--- src/rtl/uart_alu_frame_engine.sv ---
// Framed command engine: SYNC, OPC, A, B, CHK in over the rx FIFO; status + LSB-first ALU result out over tx.
// Operands are only committed to the ALU once the whole frame checks out.
module uart_alu_frame_engine #(
    parameter int                   DATA_BITS   = 8,
    parameter int                   OP_BYTES    = 2,
    parameter int                   OPCODE_BITS = 6,
    parameter logic [DATA_BITS-1:0] SYNC_BYTE   = 8'hA5,
    parameter int                   TO_W        = 16,
    parameter int                   TIMEOUT     = 50000
) (
    input  logic                            i_clk,
    input  logic                            i_reset,
    input  logic                            i_rx_empty,
    input  logic [DATA_BITS-1:0]            i_r_data,
    output logic                            o_rd_uart,
    input  logic                            i_tx_full,
    output logic [DATA_BITS-1:0]            o_w_data,
    output logic                            o_wr_uart,
    output logic [DATA_BITS*OP_BYTES-1:0]   o_op_a,
    output logic [DATA_BITS*OP_BYTES-1:0]   o_op_b,
    output logic [OPCODE_BITS-1:0]          o_op_code,
    input  logic [DATA_BITS*OP_BYTES-1:0]   i_result,
    output logic                            o_busy,
    output logic [7:0]                      o_err_count
);
    localparam int OP_W  = DATA_BITS * OP_BYTES;
    localparam int CNT_W = (OP_BYTES > 1) ? $clog2(OP_BYTES) : 1;
    localparam logic [CNT_W-1:0]     LAST_BYTE  = CNT_W'(OP_BYTES - 1);
    localparam logic [TO_W-1:0]      TO_LAST    = TO_W'(TIMEOUT - 1);
    localparam logic [DATA_BITS-1:0] ST_OK      = '0;
    localparam logic [DATA_BITS-1:0] ST_BAD_CHK = DATA_BITS'(1);
    localparam logic [DATA_BITS-1:0] ST_TIMEOUT = DATA_BITS'(2);
    localparam logic [DATA_BITS-1:0] ST_BAD_OPC = DATA_BITS'(3);

    typedef enum logic [2:0] {
        S_IDLE, S_OPC, S_RX_A, S_RX_B, S_CHK, S_EXEC, S_TX_STAT, S_TX_RES
    } state_t;

    state_t                 state_reg;
    logic [CNT_W-1:0]       byte_cnt_reg;
    logic [DATA_BITS-1:0]   xor_reg;
    logic [DATA_BITS-1:0]   opc_sh_reg;
    logic [OP_W-1:0]        a_sh_reg;
    logic [OP_W-1:0]        b_sh_reg;
    logic [DATA_BITS-1:0]   status_reg;
    logic [OP_W-1:0]        res_reg;
    logic [TO_W-1:0]        to_cnt_reg;
    logic [7:0]             err_next;
    logic                   rx_state;
    logic                   pop;
    logic                   push;
    logic                   opc_bad;

    // IDLE pops too so garbage between frames is drained.
    assign rx_state  = (state_reg == S_IDLE) || (state_reg == S_OPC) || (state_reg == S_RX_A) ||
                       (state_reg == S_RX_B) || (state_reg == S_CHK);
    assign pop       = !i_reset && rx_state && !i_rx_empty;
    assign push      = !i_reset && ((state_reg == S_TX_STAT) || (state_reg == S_TX_RES)) && !i_tx_full;
    assign o_rd_uart = pop;
    assign o_wr_uart = push;
    assign o_w_data  = (state_reg == S_TX_RES) ? res_reg[DATA_BITS-1:0] : status_reg;
    assign o_busy    = (state_reg != S_IDLE);
    assign err_next  = (o_err_count == 8'hFF) ? 8'hFF : o_err_count + 8'd1;

    generate
        if (OPCODE_BITS < DATA_BITS) begin : g_opc_check
            assign opc_bad = |opc_sh_reg[DATA_BITS-1:OPCODE_BITS];
        end else begin : g_opc_full
            assign opc_bad = 1'b0;
        end
    endgenerate

    always_ff @(posedge i_clk) begin
        if (i_reset) begin
            state_reg    <= S_IDLE;
            byte_cnt_reg <= '0;
            xor_reg      <= '0;
            opc_sh_reg   <= '0;
            a_sh_reg     <= '0;
            b_sh_reg     <= '0;
            status_reg   <= '0;
            res_reg      <= '0;
            to_cnt_reg   <= '0;
            o_op_a       <= '0;
            o_op_b       <= '0;
            o_op_code    <= '0;
            o_err_count  <= '0;
        end else begin
            case (state_reg)
                S_IDLE: begin
                    if (pop && (i_r_data == SYNC_BYTE)) begin
                        state_reg    <= S_OPC;
                        xor_reg      <= '0;
                        to_cnt_reg   <= '0;
                        byte_cnt_reg <= '0;
                    end
                end
                S_OPC, S_RX_A, S_RX_B, S_CHK: begin
                    if (pop) begin
                        to_cnt_reg <= '0;
                        case (state_reg)
                            S_OPC: begin
                                opc_sh_reg   <= i_r_data;
                                xor_reg      <= xor_reg ^ i_r_data;
                                byte_cnt_reg <= '0;
                                state_reg    <= S_RX_A;
                            end
                            S_RX_A: begin
                                a_sh_reg[byte_cnt_reg*DATA_BITS +: DATA_BITS] <= i_r_data;
                                xor_reg <= xor_reg ^ i_r_data;
                                if (byte_cnt_reg == LAST_BYTE) begin
                                    byte_cnt_reg <= '0;
                                    state_reg    <= S_RX_B;
                                end else begin
                                    byte_cnt_reg <= byte_cnt_reg + 1'b1;
                                end
                            end
                            S_RX_B: begin
                                b_sh_reg[byte_cnt_reg*DATA_BITS +: DATA_BITS] <= i_r_data;
                                xor_reg <= xor_reg ^ i_r_data;
                                if (byte_cnt_reg == LAST_BYTE) begin
                                    byte_cnt_reg <= '0;
                                    state_reg    <= S_CHK;
                                end else begin
                                    byte_cnt_reg <= byte_cnt_reg + 1'b1;
                                end
                            end
                            default: begin
                                // Checksum error outranks a bad opcode.
                                if (i_r_data != xor_reg) begin
                                    status_reg  <= ST_BAD_CHK;
                                    o_err_count <= err_next;
                                    state_reg   <= S_TX_STAT;
                                end else if (opc_bad) begin
                                    status_reg  <= ST_BAD_OPC;
                                    o_err_count <= err_next;
                                    state_reg   <= S_TX_STAT;
                                end else begin
                                    status_reg  <= ST_OK;
                                    o_op_a      <= a_sh_reg;
                                    o_op_b      <= b_sh_reg;
                                    o_op_code   <= opc_sh_reg[OPCODE_BITS-1:0];
                                    state_reg   <= S_EXEC;
                                end
                            end
                        endcase
                    end else if (to_cnt_reg == TO_LAST) begin
                        status_reg  <= ST_TIMEOUT;
                        o_err_count <= err_next;
                        to_cnt_reg  <= '0;
                        state_reg   <= S_TX_STAT;
                    end else begin
                        to_cnt_reg <= to_cnt_reg + 1'b1;
                    end
                end
                S_EXEC: begin
                    res_reg      <= i_result;
                    byte_cnt_reg <= '0;
                    state_reg    <= S_TX_STAT;
                end
                S_TX_STAT: begin
                    if (push) begin
                        byte_cnt_reg <= '0;
                        state_reg    <= (status_reg == ST_OK) ? S_TX_RES : S_IDLE;
                    end
                end
                S_TX_RES: begin
                    if (push) begin
                        res_reg <= res_reg >> DATA_BITS;
                        if (byte_cnt_reg == LAST_BYTE) begin
                            byte_cnt_reg <= '0;
                            state_reg    <= S_IDLE;
                        end else begin
                            byte_cnt_reg <= byte_cnt_reg + 1'b1;
                        end
                    end
                end
                default: state_reg <= S_IDLE;
            endcase
        end
    end
endmodule

--- config.mk ---
export PLATFORM = sky130hd
export DESIGN_NAME = uart_alu_frame_engine
export DESIGN_NICKNAME = d
export VERILOG_FILES = /design/src/rtl/uart_alu_frame_engine.sv
export SDC_FILE = /design/constraint.sdc
export NUM_CORES = 1
export LEC_CHECK = 0
export BUFFER_PORTS_ARGS = -buffer_cell sky130_fd_sc_hd__buf_2
export CORE_ASPECT_RATIO = 0.6
export CORE_MARGIN = 1
export CORE_UTILIZATION = 53
export CTS_CLUSTER_DIAMETER = 200
export DETAILED_ROUTE_END_ITERATION = 8
export PLACE_DENSITY_LB_ADDON = 0.3
export SLEW_MARGIN = 20
export SYNTH_ARGS = -nofsm -noshare
export SYNTH_HDL_FRONTEND = slang
export SYNTH_SLANG_ARGS = --single-unit
export TNS_END_PERCENT = 20
--- constraint.sdc ---
create_clock -name i_clk -period 4.3 [get_ports i_clk]
set_clock_uncertainty 0.1 [all_clocks]
set_input_delay 0.645 -clock i_clk [delete_from_list [all_inputs] [get_ports i_clk]]
set_output_delay 0.645 -clock i_clk [all_outputs]
set_load 0.01 [all_outputs]
==> impl_metrics.py, run 1 <==
metrics = {
    "setup_path": {
        "cpPeakStageDelay_ns": 0.58,
        "cp.required_ns": 4.47,
        "start_kind": "register",
        "worst-setup-path-type": "register to register",
        "r2r_cells": 7,
        "cp_top_family": "simple AND/OR/NAND/NOR gates",
        "cp_cell_sequence": "nor2_1 -> nand2_1 -> nor2_1 -> nand3_2 -> buf_4 -> mux2i_1 -> nor2_1",
        "critPathCaptureType": "register",
        "r2r_start": "state_reg[0]",
        "r2r_end": "o_op_code[5]",
        "crit_path_frequent_cell": "nor2_1",
        "slowest_stage": "nand3_2",
        "worstPathMaxFanout": 20,
        "r2r_setup_slack_ns": 1.33,
        "worst-path-buf-inv": 1,
        "worstPathArrival_ns": 3.14,
    },
    "timing": {
        "fin_crit_ns": 2.97,
        "fmax_ghz": 0.337,
        "hold_viol_final": 0,
        "layout_worst_path_cycle_share_pct": 69.1,
        "slew_viol_final": 0,
        "finalSetupViolCount": 0,
        "setup_tns_ns": 0,
        "slew_headroom_pct": 30.4,
        "rsz0062_at_grt": "false",
        "worst_pin_slew_ns": 1.04,
    },
    "cts": {
        "insertion_delay_ns": 0.42,
        "post_cts_buffers": 0,
        "ctsHoldBuffers": 0,
        "cts.htree.levels": 4,
        "cts_inserted_buffers": 17,
        "cts_tree": "built",
        "cts_resized": 0,
        "path_clk_slew_ns": 0.06,
        "clockBufferDepth": 2,
        "cts_sinks": 132,
        "cts_root_buf": "clkbuf_16",
    },
    "floorplanning": {
        "rows": 28,
        "die_area_um2": 10900,
        "die_y_um": 81.4,
        "core-area_um2": 10000,
        "initial_core_util_pct": 55.6,
        "die_x_um": 134,
        "io_pins": 85,
    },
    "placed_design": {
        "gp_congestion": 0.845,
        "placed_area_um2": 6000,
        "place_inst": 791,
        "io_buffers": 84,
        "dp_hpwl_um": 8500,
    },
    "logic_synthesis": {
        "netlist_instances": 612,
        "syn-num-nets": 642,
        "yosysUniqueCellTypes": 48,
        "ys_seq_area_share_pct": 47.5,
        "synthArstFlopShare_pct": 0,
        "yosys_warnings": 0,
        "synth_edf_count": 0,
        "synth_ff_type": "dfxtp_1",
        "syn_avg_cell_area_um2": 9.10,
        "ys_seq_elements": 132,
        "netlist_area_um2": 5570,
    },
    "route": {
        "ant_nets": 0,
        "wirelength_um": 13000,
        "drcViolationCount": 0,
        "drt-initial-drc-count": 468,
        "first_pass_iters": 5,
        "vias": 4605,
        "via_per_inst": 5.60,
        "routedWlPerCell_um": 15.8,
    },
    "layout": {
        "nets": 705,
        "fin_area_um2": 6600,
        "syn_to_final_growth_pct": 18.5,
        "antenna_cells": 0,
        "final_cell_mix": "dfxtp_1, nor2_1, buf_2",
        "drive_gt1_share_pct": 18.3,
        "postLayoutCoreUtil_pct": 65.9,
        "final_common_cell": "dfxtp_1",
        "stdcell_count": 822,
    },
    "pwr": {
        "peakVddDrop_v": 0.000322,
        "cellPowerDensity_nw_per_um2": 481,
        "total_power_mw": 3.18,
        "p_leak_nw": 3.05,
    },
    "min_path": {
        "min_path_cells": 1,
        "min_from": "xor_reg[2]",
        "hp-class": "register to register",
        "whs_endpoint": "xor_reg[2]",
    },
    "global_routing": {
        "grt_pass1_wl_um": 20500,
        "grt_start_max_net_pins": 114,
        "grt-ovfl-total": 0,
        "antenna_found_initial": 0,
        "first_global_vias": 3991,
        "grt_use_total_pct": 24.7,
    },
    "run_status": {
        "status": "finished clean",
    },
    "job": {
        "cap_violations": 0,
    },
}
synthesized netlist by cell type, types with 2 or more instances:
cell type  count  share of area [%]
a211oi_1       5               0.67
a21o_1         2               0.27
a21oi_1       16                1.4
a22oi_1       10                1.3
a311oi_1      11                1.7
and2_1         8               0.90
and3_1        13                1.5
buf_2          9               0.81
buf_4          2               0.27
clkbuf_1      30                2.0
dfxtp_1      132                 47
ha_1           2               0.45
inv_1          4               0.27
mux2i_1       79                 14
nand2_1       50                3.4
nand3_1        7               0.63
nand4_1        5               0.56
nor2_1       128                8.6
nor2b_1       11                1.2
nor3_1         9               0.81
nor3_2         3               0.54
nor4_1         4               0.45
nor4bb_1       2               0.36
o21ai_0       14                1.3
o2bb2ai_1      8                1.3
or3_1          4               0.45
or4_1          2               0.27
xnor2_1       19                3.0
xor2_1         4               0.63
worst max path at each step:
stage | to | from | cells past startpoint
after floorplan | to_cnt_reg[0] | i_r_data[3] | 8
after global placement | o_op_code[0] | i_reset | 7
after detailed placement | o_op_code[4] | i_reset | 7
after CTS | o_op_code[5] | state_reg[0] | 7
after global routing | o_op_code[5] | state_reg[0] | 7
final | o_op_code[5] | state_reg[0] | 7
through the flow:
stage / hold WS, ns / setup WS, ns
2_1_floorplan: 0.337 / 1.80
3_3_place_gp: 0.345 / 1.30
3_5_place_dp: 0.360 / 1.23
4_1_cts: 0.370 / 1.33
5_1_grt: 0.382 / 1.12
6_report: 0.363 / 1.33
power breakdown:
part | switching [mW] | total (mW) | internal [mW]
clock network | 0.540 | 1.47 | 0.925
logic | 0.234 | 0.375 | 0.141
registers | 0.0642 | 1.34 | 1.27
total | 0.838 | 3.18 | 2.34
layout make-up:
| type | instances | area, µm² |
|---|---|---|
| inverters | 5 | 18.8 |
| clock buffers | 19 | 443 |
| clock inverters | 12 | 156 |
| fillers | 821 | 3420 |
| flip-flops and latches | 132 | 2640 |
| well taps | 135 | 169 |
| multi-input cells | 433 | 2730 |
| repair buffers | 86 | 442 |
worst reg2reg max path, delay by kind of cell (launching register included):
family / cells / cell delay [ns]
flip-flops: 1 / 0.48
buffers and inverters: 1 / 0.50
AND/OR/NAND/NOR: 5 / 1.51
multiplexers: 1 / 0.24
layer usage:
metal  wire length (µm)  global-route usage (%)  up-vias
li1                   -                       -     2234
met1               6160                    33.0     2183
met2               5680                    36.7      170
met3                974                    8.61       18
met4                153                    9.33        0
met5                  0                       0        -
cells by family after synthesis:
family / count (synthesis) / synth area share (%)
AO/OA/AOI/OAI: 76 / 9.84
XOR/XNOR: 23 / 3.62
multiplexers: 79 / 14.2
AND/OR/NAND/NOR: 253 / 20.8
flip-flops: 132 / 47.5
buffers and inverters: 47 / 3.64
adder cells (fa/ha/maj): 2 / 0.449
Power figures use the tool's default switching activity.
==> inputs of run 2 (changes only) <==
- ABC_AREA: default -> 1
- clock period: 4.3 -> 2.8 ns (I/O delays scaled with it)
==> impl_metrics.py, run 2 <==
metrics = {
    "run_status": {
        "status": "finished clean",
    },
    "setup_path": {
        "worstPathArrival_ns": 1.95,
        "r2r_start": "state_reg[2]",
        "crit_cells": 6,
        "cp_top_family": "buffers and inverters",
        "cp_cell_sequence": "inv_1 -> nor2_1 -> inv_1 -> nand2_1 -> nand2_1 -> buf_2",
        "crit_start": "state_reg[2]",
        "worst-setup-path-type": "register to primary output",
        "slowest_stage": "dfxtp_2",
        "worst-path-buf-inv": 3,
        "r2r_setup_slack_ns": 0.54,
        "start_kind": "register",
        "cp.required_ns": 2.28,
        "critPathCaptureType": "primary output",
        "r2r_end": "o_err_count[5]",
        "crit_end": "o_w_data[1]",
        "cpPeakStageDelay_ns": 0.45,
        "r2r_cells": 9,
        "worstPathMaxFanout": 16,
    },
    "logic_synthesis": {
        "ys_seq_area_share_pct": 45.3,
        "synth_edf_count": 0,
        "synth.area.top_cells": "dfxtp_1, nand2_1, nor2_1, o21ai_0, a21oi_1",
        "netlist_instances": 802,
        "yosys_warnings": 0,
        "synth.mux.area_fraction_pct": 0,
        "netlist_area_um2": 5830,
        "synth_top_family_by_area": "simple AND/OR/NAND/NOR gates",
        "ys_seq_elements": 132,
        "synth_fa_ha_area_share_pct": 0.429,
        "syn_avg_cell_area_um2": 7.27,
        "synth_common_cells": "nand2_1, dfxtp_1, nor2_1, o21ai_0, a21oi_1",
        "synth_largest_area_cell": "dfxtp_1",
        "yosys.area_share.simple_pct": 27.0,
        "synthArstFlopShare_pct": 0,
        "synth_ff_type": "dfxtp_1",
        "yosysUniqueCellTypes": 37,
        "synth_xor_area_share_pct": 0.751,
        "synth_top_area_share_pct": 45.3,
        "synth_most_common_cell": "nand2_1",
        "synth_compound_area_share_pct": 17.5,
        "syn-num-nets": 832,
    },
    "floorplanning": {
        "initial_core_util_pct": 54.8,
        "die_x_um": 137,
        "io_pins": 85,
        "die_y_um": 83.2,
        "die_area_um2": 11400,
        "rows": 29,
        "core-area_um2": 10600,
    },
    "cts": {
        "ctsHoldBuffers": 0,
        "cts_tree": "built",
        "path_clk_slew_ns": 0.06,
        "cts_sinks": 132,
        "clockBufferDepth": 2,
        "cts.htree.levels": 4,
        "cts_inserted_buffers": 17,
        "cts_root_buf": "clkbuf_16",
        "insertion_delay_ns": 0.42,
    },
    "placed_design": {
        "gp_congestion": 0.911,
        "dp_hpwl_um": 10500,
        "pre_cts_ws_ns": 0.451,
        "placed_area_um2": 6290,
        "io_buffers": 84,
    },
    "route": {
        "drcViolationCount": 0,
        "routedWlPerCell_um": 14.8,
        "ant_nets": 0,
        "drt-initial-drc-count": 461,
        "vias": 5683,
        "via_per_inst": 5.51,
        "first_pass_iters": 5,
        "wirelength_um": 15300,
    },
    "timing": {
        "fin_crit_ns": 2.47,
        "worst_pin_slew_ns": 0.629,
        "fmax_ghz": 0.405,
        "hold_viol_final": 0,
        "finalSetupViolCount": 0,
        "worst_slack_ns": 0.330,
        "slew_headroom_pct": 58.0,
        "layout_worst_path_cycle_share_pct": 88.2,
        "rsz0062_at_grt": "false",
        "setup_tns_ns": 0,
        "slew_viol_final": 0,
    },
    "global_routing": {
        "antenna_found_initial": 0,
        "first_global_vias": 5064,
        "grt_start_max_net_pins": 48,
        "grt_pass1_wl_um": 24700,
        "grt-ovfl-total": 0,
        "grt_use_total_pct": 27.7,
    },
    "pwr": {
        "combinationalPowerShare_pct": 12.1,
        "power.share.sequential_pct": 42.1,
        "switching_share_pct": 27.5,
        "clkPwrFrac_pct": 45.8,
        "total_power_mw": 4.71,
        "cellPowerDensity_nw_per_um2": 686,
        "p_sw_mw": 1.29,
        "p_leak_nw": 3.03,
        "p_int_mw": 3.42,
        "peakVddDrop_v": 0.000496,
    },
    "layout": {
        "postLayoutCoreUtil_pct": 64.6,
        "nFillCells": 893,
        "drive_gt1_share_pct": 18.4,
        "final_cell_mix": "nand2_1, dfxtp_1, nor2_1",
        "final_common_cell": "nand2_1",
        "syn_to_final_growth_pct": 17.9,
        "antenna_cells": 0,
        "fin_area_um2": 6870,
        "nets": 909,
    },
    "job": {
        "cap_violations": 0,
    },
    "min_path": {
        "min_path_cells": 3,
        "hp-class": "input port to register",
    },
}
[run 2: power by group through the flow]
stage	sequential (mW)	clock (mW)	combinational, mW
2_1_floorplan	2.00	0	0.428
3_3_place_gp	2.02	0	0.543
3_5_place_dp	2.02	0	0.557
4_1_cts	1.98	2.17	0.560
5_1_grt	1.99	2.27	0.632
6_report	1.99	2.16	0.570
[run 2: routing by layer]
layer / up-vias / wire (µm) / GRT usage (%)
li1: 2791 / - / -
met1: 2607 / 7130 / 39.7
met2: 263 / 6600 / 40.5
met3: 22 / 1370 / 6.47
met4: 0 / 209 / 9.09
met5: - / 0 / 0
[run 2: worst reg2reg max path: stages, from the launching register on]
cell and delay [ns]:
dfxtp_2 0.45, inv_1 0.18, nor2_2 0.23, nor2_4 0.12, inv_2 0.11, nand2_2 0.09
a21oi_4 0.35, nand2_1 0.30, nand2_1 0.12, a21oi_1 0.07
[run 2: area by class of cell]
cell class	count	area [µm²]	area share, %
multi-input combinational	551	2670	38.8
sequential	132	2640	38.5
timing repair buffer	93	488	7.10
clock buffer	22	484	7.05
inverter	84	318	4.63
tap	139	174	2.53
clock inverter	10	96.3	1.40
[run 2: kinds of logic after synthesis]
logic type | Yosys count
compound gates | 191
flops | 132
simple gates | 353
xor+xnor | 5
buf+inv | 119
fa+ha+maj | 2
[run 2: what timing repair did]
action	in CTS	in global routing
gates resized for setup	0	1
setup endpoints to repair	0	2
buffers inserted	0	0
[run 2: worst min-delay path by stage]
stage | startpoint | end | slack, ns
6_report | i_result[8] | res_reg[8] | 0.15
2_1_floorplan | b_sh_reg[0] | b_sh_reg[0] | 0.32
5_1_grt | i_result[11] | res_reg[11] | 0.15
3_3_place_gp | b_sh_reg[14] | b_sh_reg[14] | 0.33
4_1_cts | i_result[11] | res_reg[11] | 0.15
3_5_place_dp | b_sh_reg[8] | b_sh_reg[8] | 0.34
[run 2: through the flow]
| step | std cells | hold slack (ns) |
|---|---|---|
| after detailed placement | 999 | 0.339 |
| after CTS | 1031 | 0.151 |
| after global routing | 1031 | 0.149 |
| final | 1031 | 0.153 |
| after global placement | 999 | 0.335 |
| after floorplan | 802 | 0.324 |
==> inputs of run 3 (changes only) <==
- CORE_MARGIN: 1 -> 5
- clock period: 2.8 -> 3.1 ns (I/O delays scaled with it)
==> impl_metrics.py, run 3 (synthesized netlist as in run 2, its figures left out) <==
metrics = {
    "pwr": {
        "p_leak_nw": 3.03,
        "peakVddDrop_v": 0.000453,
        "cellPowerDensity_nw_per_um2": 632,
    },
    "setup_path": {
        "cp_top_family": "buffers and inverters",
        "worst-path-buf-inv": 4,
        "worst-setup-path-type": "register to primary output",
        "start_kind": "register",
        "cp.required_ns": 2.53,
        "r2r_start": "state_reg[2]",
        "cp_cell_sequence": "inv_1 -> nor2_1 -> buf_4 -> inv_1 -> nand2_1 -> nand2_1 -> buf_2",
        "r2r_cells": 7,
        "critPathCaptureType": "primary output",
        "worstPathMaxFanout": 16,
        "worstPathArrival_ns": 2.13,
        "cpPeakStageDelay_ns": 0.54,
        "slowest_stage": "dfxtp_1",
        "crit_cells": 7,
        "crit_start": "state_reg[2]",
        "r2r_end": "o_op_b[10]",
        "r2r_setup_slack_ns": 0.71,
    },
    "timing": {
        "layout_worst_path_cycle_share_pct": 87.1,
        "fin_crit_ns": 2.70,
        "finalSetupViolCount": 0,
        "fmax_ghz": 0.370,
        "hold_viol_final": 0,
        "slew_headroom_pct": 55.9,
        "rsz0062_at_grt": "false",
        "worst_pin_slew_ns": 0.660,
        "slew_viol_final": 0,
        "setup_tns_ns": 0,
    },
    "route": {
        "drcViolationCount": 0,
        "vias": 5538,
        "drt-initial-drc-count": 368,
        "ant_nets": 0,
        "via_per_inst": 5.39,
        "first_pass_iters": 5,
        "routedWlPerCell_um": 14.7,
        "wirelength_um": 15100,
    },
    "placed_design": {
        "io_buffers": 84,
        "dp_hpwl_um": 10600,
        "place_inst": 995,
        "gp_congestion": 0.907,
        "placed_area_um2": 6270,
    },
    "cts": {
        "path_clk_slew_ns": 0.06,
        "cts.htree.levels": 4,
        "cts_sinks": 132,
        "clockBufferDepth": 2,
        "post_cts_buffers": 0,
        "cts_resized": 0,
        "insertion_delay_ns": 0.42,
        "cts_root_buf": "clkbuf_16",
        "ctsHoldBuffers": 0,
        "cts_tree": "built",
        "cts_inserted_buffers": 17,
    },
    "layout": {
        "fin_area_um2": 6870,
        "stdcell_count": 1027,
        "syn_to_final_growth_pct": 17.8,
        "drive_gt1_share_pct": 18.0,
        "antenna_cells": 0,
        "final_cell_mix": "nand2_1, dfxtp_1, nor2_1",
        "final_common_cell": "nand2_1",
        "nets": 905,
    },
    "global_routing": {
        "first_global_vias": 5093,
        "grt-ovfl-total": 0,
        "grt_use_total_pct": 22.7,
        "grt_pass1_wl_um": 25300,
        "antenna_found_initial": 0,
        "grt_start_max_net_pins": 62,
    },
    "floorplanning": {
        "initial_core_util_pct": 54.6,
        "die_area_um2": 13300,
        "die_x_um": 145,
        "rows": 29,
        "die_y_um": 91.2,
        "core-area_um2": 10700,
        "io_pins": 85,
    },
    "job": {
        "cap_violations": 0,
    },
    "min_path": {
        "min_path_cells": 3,
        "hp-class": "input port to register",
        "min_from": "i_result[10]",
        "whs_endpoint": "res_reg[10]",
    },
    "run_status": {
        "status": "finished clean",
    },
}
-- run 3: worst max path at each step --
stage             endpoint  slack (ns)
2_1_floorplan  o_w_data[2]        1.24
3_3_place_gp   b_sh_reg[2]        0.57
3_5_place_dp     o_op_a[3]        0.54
4_1_cts        o_w_data[1]        0.42
5_1_grt        o_w_data[2]        0.20
6_report       o_w_data[1]        0.40
-- run 3: where the power goes --
group,switching (mW),internal [mW]
Clock,0.822,1.21
Combinational,0.370,0.147
Sequential,0.0461,1.75
-- run 3: routing by layer --
layer	global-route usage, %	up-vias	share of wire, %
met5	0	-	0
met4	6.91	0	1.1
met3	4.98	21	7.2
met2	32.1	191	42
met1	34.5	2548	50
li1	-	2778	-
-- run 3: cell type report --
class | count | area [µm²]
clock buffers | 17 | 425
clock inverters | 15 | 170
fillers | 940 | 3800
inverters | 84 | 318
multi-input cells | 551 | 2670
flip-flops and latches | 132 | 2640
well taps | 139 | 174
repair buffers | 89 | 470
-- run 3: worst register-to-register path: cells and delay by family, from the launching register on --
kind	cells	cell delay (ns)
flip-flops	1	0.54
buffers and inverters	2	0.58
AND/OR/NAND/NOR	5	1.06
-- run 3: metrics by stage --
stage          hold slack, ns  total power, mW  setup WS, ns  util [%]
3_3_place_gp            0.331             2.32         0.570      58.8
4_1_cts                 0.200             4.35         0.421      64.4
3_5_place_dp            0.335             2.34         0.541      58.8
5_1_grt                 0.218             4.50         0.199      64.4
6_report                0.206             4.34         0.400      64.4
2_1_floorplan           0.324             2.20          1.24         -
